File: src/rtl/alarm_pkg.sv
// Shared types and time-field widths for the alarm sequencer.
package alarm_pkg;

  typedef enum logic [1:0] {
    IDLE    = 2'b00,
    RINGING = 2'b01,
    SNOOZE  = 2'b10
  } alarm_state_t;

  localparam int HOUR_W       = 5;
  localparam int MIN_W        = 6;
  localparam int SEC_W        = 6;
  localparam int SECS_PER_MIN = 60;

  // Exact match: same hour and minute, top of the minute.
  function automatic logic time_match(
    input logic [HOUR_W-1:0] cur_h,
    input logic [MIN_W-1:0]  cur_m,
    input logic [SEC_W-1:0]  cur_s,
    input logic [HOUR_W-1:0] alm_h,
    input logic [MIN_W-1:0]  alm_m
  );
    return (cur_h == alm_h) && (cur_m == alm_m) && (cur_s == {SEC_W{1'b0}});
  endfunction

endpackage

File: src/rtl/alarm_sec_timer.sv
// Loadable seconds down-counter; zero_p flags the tick that would take it from 1 to 0.
module alarm_sec_timer import alarm_pkg::*; #(
  parameter int MAX = 60
) (
  input  logic clk,
  input  logic rst,
  input  logic load,
  input  logic clear,
  input  logic tick,
  input  logic en,
  output logic zero_p
);

  localparam int W = $clog2(MAX + 1);
  localparam logic [W-1:0] MAX_C  = W'(MAX);
  localparam logic [W-1:0] ONE_C  = W'(1);
  localparam logic [W-1:0] ZERO_C = W'(0);

  logic [W-1:0] count_r;

  // Down counter: load beats clear beats decrement; saturates at zero.
  always_ff @(posedge clk or posedge rst) begin
    if (rst) begin
      count_r <= ZERO_C;
    end else if (load) begin
      count_r <= MAX_C;
    end else if (clear) begin
      count_r <= ZERO_C;
    end else if (tick && en && (count_r != ZERO_C)) begin
      count_r <= count_r - ONE_C;
    end else begin
      count_r <= count_r;
    end
  end

  // Depends only on the raw tick and the count, so the FSM may consume it combinationally.
  assign zero_p = tick && (count_r == ONE_C);

endmodule

File: src/rtl/alarm_trigger.sv
// Alarm sequencer: time match, ring/snooze/stop/disarm handling and buzzer cadence.
module alarm_trigger import alarm_pkg::*; #(
  parameter int RING_SECONDS   = 60,
  parameter int SNOOZE_MINUTES = 5,
  parameter int SNOOZE_MAX     = 3,
  parameter int CADENCE        = 1
) (
  input  logic              clk,
  input  logic              rst,
  input  logic              tick_1hz,
  input  logic [HOUR_W-1:0] cur_hour,
  input  logic [MIN_W-1:0]  cur_min,
  input  logic [SEC_W-1:0]  cur_sec,
  input  logic [HOUR_W-1:0] alarm_hour,
  input  logic [MIN_W-1:0]  alarm_min,
  input  logic              armed,
  input  logic              snooze_p,
  input  logic              stop_p,
  output logic              buzzer_en,
  output logic              ringing,
  output logic              snoozed,
  output logic [1:0]        snooze_count
);

  localparam int         SNOOZE_SECS  = SNOOZE_MINUTES * SECS_PER_MIN;
  localparam logic [1:0] SNOOZE_MAX_C = 2'(SNOOZE_MAX);
  localparam logic       CADENCE_C    = (CADENCE != 0);

  alarm_state_t state_r, state_nxt_s;
  logic         phase_r, phase_nxt_s;
  logic [1:0]   count_r, count_nxt_s;
  logic         buzzer_r, ringing_r, snoozed_r;
  logic         buzzer_nxt_s;
  logic         match_s;
  logic         ring_load_s, ring_clear_s, ring_en_s, ring_zero_s;
  logic         snz_load_s, snz_clear_s, snz_en_s, snz_zero_s;

  assign match_s = armed && tick_1hz &&
                   time_match(cur_hour, cur_min, cur_sec, alarm_hour, alarm_min);

  alarm_sec_timer #(.MAX(RING_SECONDS)) u_ring_timer (
    .clk    (clk),
    .rst    (rst),
    .load   (ring_load_s),
    .clear  (ring_clear_s),
    .tick   (tick_1hz),
    .en     (ring_en_s),
    .zero_p (ring_zero_s)
  );

  alarm_sec_timer #(.MAX(SNOOZE_SECS)) u_snooze_timer (
    .clk    (clk),
    .rst    (rst),
    .load   (snz_load_s),
    .clear  (snz_clear_s),
    .tick   (tick_1hz),
    .en     (snz_en_s),
    .zero_p (snz_zero_s)
  );

  // Next-state logic; priority is disarm, stop, snooze, then tick events.
  always_comb begin
    state_nxt_s  = state_r;
    phase_nxt_s  = phase_r;
    count_nxt_s  = count_r;
    ring_load_s  = 1'b0;
    ring_clear_s = 1'b0;
    ring_en_s    = 1'b0;
    snz_load_s   = 1'b0;
    snz_clear_s  = 1'b0;
    snz_en_s     = 1'b0;
    case (state_r)
      IDLE: begin
        if (match_s) begin
          state_nxt_s = RINGING;
          ring_load_s = 1'b1;
          phase_nxt_s = 1'b1;
          count_nxt_s = 2'd0;
        end else begin
          state_nxt_s = IDLE;
        end
      end
      RINGING: begin
        if (!armed || stop_p) begin
          state_nxt_s  = IDLE;
          ring_clear_s = 1'b1;
        end else if (snooze_p) begin
          ring_clear_s = 1'b1;
          if (count_r < SNOOZE_MAX_C) begin
            state_nxt_s = SNOOZE;
            snz_load_s  = 1'b1;
            count_nxt_s = count_r + 2'd1;
          end else begin
            state_nxt_s = IDLE;
          end
        end else if (tick_1hz) begin
          ring_en_s   = 1'b1;
          phase_nxt_s = !phase_r;
          if (ring_zero_s) begin
            state_nxt_s = IDLE;
          end else begin
            state_nxt_s = RINGING;
          end
        end else begin
          state_nxt_s = RINGING;
        end
      end
      SNOOZE: begin
        if (!armed || stop_p) begin
          state_nxt_s = IDLE;
          snz_clear_s = 1'b1;
        end else if (tick_1hz) begin
          snz_en_s = 1'b1;
          if (snz_zero_s) begin
            state_nxt_s = RINGING;
            ring_load_s = 1'b1;
            phase_nxt_s = 1'b1;
          end else begin
            state_nxt_s = SNOOZE;
          end
        end else begin
          state_nxt_s = SNOOZE;
        end
      end
      default: begin
        state_nxt_s  = IDLE;
        ring_clear_s = 1'b1;
        snz_clear_s  = 1'b1;
      end
    endcase
    buzzer_nxt_s = (state_nxt_s == RINGING) && (phase_nxt_s || !CADENCE_C);
  end

  // State, cadence phase, snooze counter and registered outputs.
  always_ff @(posedge clk or posedge rst) begin
    if (rst) begin
      state_r   <= IDLE;
      phase_r   <= 1'b0;
      count_r   <= 2'd0;
      buzzer_r  <= 1'b0;
      ringing_r <= 1'b0;
      snoozed_r <= 1'b0;
    end else begin
      state_r   <= state_nxt_s;
      phase_r   <= phase_nxt_s;
      count_r   <= count_nxt_s;
      buzzer_r  <= buzzer_nxt_s;
      ringing_r <= (state_nxt_s == RINGING);
      snoozed_r <= (state_nxt_s == SNOOZE);
    end
  end

  assign buzzer_en    = buzzer_r;
  assign ringing      = ringing_r;
  assign snoozed      = snoozed_r;
  assign snooze_count = count_r;

endmodule

File: config.mk
export PLATFORM = sky130hd
export DESIGN_NAME = alarm_trigger
export DESIGN_NICKNAME = d
export VERILOG_FILES = /design/src/rtl/alarm_pkg.sv /design/src/rtl/alarm_sec_timer.sv /design/src/rtl/alarm_trigger.sv
export SDC_FILE = /design/constraint.sdc
export NUM_CORES = 1
export LEC_CHECK = 0
export ABC_AREA = 1
export CAP_MARGIN = 20
export CORE_MARGIN = 2
export CORE_UTILIZATION = 54
export DETAILED_ROUTE_END_ITERATION = 10
export PLACE_DENSITY = 0.94
export SYNTH_ARGS = -nofsm -noshare
export SYNTH_HDL_FRONTEND = slang
export SYNTH_SLANG_ARGS = --single-unit
File: constraint.sdc
create_clock -name clk -period 3.3 [get_ports clk]
set_input_delay 0.99 -clock clk [delete_from_list [all_inputs] [get_ports clk]]
set_output_delay 0.99 -clock clk [all_outputs]
set_load 0.01 [all_outputs]
==> summary.txt <==
Timing
  • Fin. max-slew vios: 0
  • Final setup fails: 0
  • TNS Setup: 0 ps
  • Minimum clock period: 2270 ps
  • Worst-Margin Slew: approximately 850 ps
  • Final Hold Fails: 0
  • Fmax: 0.441 GHz
  • Slew margin rel.: a little over two fifths
  • Fin crit share: 68.7%
  • Layout Skew: 1.62 ps
  • RSZ-0062 raised after global routing: no

Worst hold path
  • Worst Hold Class: reg -> reg

Synthesis
  • Largest cells by area after synthesis: dfrtp_1 34%, nand2_1 14%, inv_1 7.8%, nor2_1 5.3%, ha_1 5.2%
  • Mapped Avg Cell Area: 7.26 µm²
  • Predominant post-synthesis flop cell: dfrtp_1
  • YS warnings: 0
  • Synth area leader: dfrtp_1
  • Fraction of registers with async set/reset: 100%
  • Share of the synthesized area in the top cell type: 34.2%
  • Yosys reg bits: 23
  • Seq/Total Area, Yosys: ~34%
  • Syn Nets: 273
  • Number of flops mapped to enable cells by yosys: 0
  • Cells after Synth: roughly 230
  • Synth Cell Area: 1680 µm²
  • Unique masters post-synth: 38

Worst setup path
  • Slowest stage delay, CP: 550 ps
  • Crit start category: flop
  • CP Cell Sequence: clkdlybuf4s50_1
  • CP arrival: ~1300 ps
  • Slowest cell on the critical path: clkdlybuf4s50_1
  • Flop2flop setup slack: between 1500 and 2000 ps
  • Critical path class: reg -> out
  • Critical path peak fanout: 4
  • Critical Path RT: 2310 ps
  • Cell family with most CP delay: buffers and inverters
  • CP Capture Type: primary output
  • Crit path buffers/inverters: 1

Clocking
  • Clock sinks: 23
  • Post-CTS Setup Bufs: 0
  • CTS Buf Count: 3
  • Clock transition at path regs: 120 ps
  • CTS root buf: clkbuf_4
  • Clock tree from TritonCTS: done
  • Clock Latency Late Sink: 320 ps
  • Clk buf depth: 2
  • Hold-fix buffers, CTS: 0
  • Count of cells resized by post-cts repair: 0
  • Htree depth: 1

Global routing
  • GRT Residual Overflow: 0
  • Initial antenna violation count: 0
  • Gr usage total: 21.4%
  • First-pass GRT wire length: 5790 µm
  • Largest net degree at the start of global routing: 24
  • Vias in the first global route: 1510

Placement
  • DP HPWL: 2940 µm
  • IO Port Bufs: 38
  • Placed insts: 303
  • Routability Congestion: between 0.8 and 0.9

Route
  • Antenna viol nets, final: 0
  • Detailed Route WL: 3570 µm
  • Pre-antenna DRT Iters: 5
  • DRC viols: 0
  • Iter 0 DRT Violations: 36
  • Vias: 1579
  • Wirelength per Cell: around 12 µm
  • Vias per inst: 5.14

Pwr
  • P per Cell Area: 231 nW/µm²
  • Peak VDD IR: 0.250 mV
  • P_leak: 0.00116 µW
  • Clock share of power: between 20 and 30%
  • Sw Ratio: 24.0%
  • Switching pwr: 118 µW
  • Combinational Power Share: ~16%
  • Internal power: approximately 370 µW
  • Seq pwr share: a little under three fifths

Layout
  • Post-route insts no fill: between 300 and 400
  • Fillers: 237
  • Nets@finish: around 320
  • Fraction of layout cells with a size suffix above 1: 12.8%
  • Diode count: 0
  • Layout Area Growth over Synthesis: 26.6%

Floorplanning
  • Rows: 20
  • Core area: 3000 µm²
  • # IOs: 39
  • Die H: 59.8 µm
  • Die area: 3580 µm²
  • Starting Density: a little under three fifths
  • Die Wd: 59.8 µm

Job
  • Max cap viols: 0

Run status
  • Status: complete, no violations
metrics by stage:
| stage | hold WS (ps) | setup slack [ps] | total power (µW) | cell area [µm²] | utilization, % |
|---|---|---|---|---|---|
| after CTS | 552 | 1020 | 498 | 2130 | 71.0 |
| final | 540 | 1030 | 492 | 2130 | 71.0 |
| after floorplan | 498 | 1380 | 316 | 1680 | - |
| after global placement | 518 | 776 | 363 | 2110 | 70.1 |
| after detailed placement | 524 | 738 | 365 | 2110 | 70.1 |
| after global routing | 596 | 887 | 518 | 2130 | 71.0 |
power groups by stage:
stage | Combinational (µW) | Clock (µW) | Sequential, µW
3_3_place_gp | 75.6 | 0 | 287
2_1_floorplan | 28.6 | 0 | 287
4_1_cts | 78.4 | 138 | 282
5_1_grt | 85.5 | 150 | 282
3_5_place_dp | 78.1 | 0 | 287
6_report | 76.8 | 134 | 282
cell usage in the layout, fill, tap and decap left out, types with 2 or more instances in the layout:
master           count
nand2_1             63
clkdlybuf4s50_1     38
inv_1               35
nor2_1              24
dfrtp_1             23
inv_2               12
o21ai_1              8
nand3_1              7
ha_1                 7
xor2_1               5
o21ai_0              4
a21oi_1              4
nor2_2               4
nor3_1               3
nand2_2              3
xnor2_1              3
clkbuf_4             3
nor2_4               2
nor4_1               2
or2_1                2
o221ai_1             2
cell usage after synthesis (4+ instances only):
cell and n:
inv_1 35, nor2_1 24, xor2_1 5, ha_1 7
nand3_1 7, inv_2 12, nand2_1 63, dfrtp_1 23
nor2_2 4, o21ai_0 4, o21ai_1 8, a21oi_1 4
final cells by class:
| class | count | area [µm²] | share of cell area, % |
|---|---|---|---|
| sequential | 23 | 576 | 27.0 |
| clock buffer | 4 | 26.3 | 1.23 |
| multi-input combinational | 161 | 928 | 43.5 |
| timing repair buffer | 38 | 380 | 17.8 |
| tap | 33 | 41.3 | 1.94 |
| inverter | 48 | 180 | 8.45 |
routing by layer:
layer / wire length (µm) / GRT usage [%] / up-vias
met5: 0 / 0 / -
met4: 85 / 9.84 / 0
met3: 286 / 4.11 / 10
met2: 1780 / 41.5 / 46
met1: 1410 / 21.5 / 725
li1: - / - / 798
path summary, 6_finish.rpt:
check | depth (start not counted) | start | end
max in group asynchronous | 2 | rst | snooze_count[0]$_DFFE_PP0P_
worst min register to register | 2 | snooze_count[1]$_DFFE_PP0P_ | snooze_count[1]$_DFFE_PP0P_
min in group asynchronous | 2 | rst | u_ring_timer.count_r[4]$_DFFE_PP0P_
worst max register to register | 6 | u_snooze_timer.count_r[5]$_DFFE_PP0P_ | u_snooze_timer.count_r[5]$_DFFE_PP0P_
worst min-delay path | 2 | snooze_count[1]$_DFFE_PP0P_ | snooze_count[1]$_DFFE_PP0P_
worst max-delay path | 1 | snooze_count[0]$_DFFE_PP0P_ | snooze_count[0]
flip-flops by register name, summed over array words and instances, names as in the netlist:
signal,flops
buzzer_en,1
phase_r,1
ringing,1
snooze_count,2
snoozed,1
state_r,2
u_ring_timer.count_r,6
u_snooze_timer.count_r,9
worst register-to-register path: stages, from the launching register on:
cell and delay (ps):
dfrtp_1 430, nor2_1 170, nand3_2 160, o21ai_4 310
nand2_2 160, a21oi_1 160, nor2_1 50
cell families (layout without fill, tap and decap cells):
kind of cell	after synthesis	count (layout)	synth area share [%]
flip-flops	23	23	34.2
buffers and inverters	48	90	10.7
adder cells (fa/ha/maj)	7	7	5.20
AND/OR/NAND/NOR	122	122	36.8
XOR/XNOR	8	8	4.16
AO/OA/AOI/OAI	24	24	8.99
Note: power is estimated with default switching activity, not from simulation.
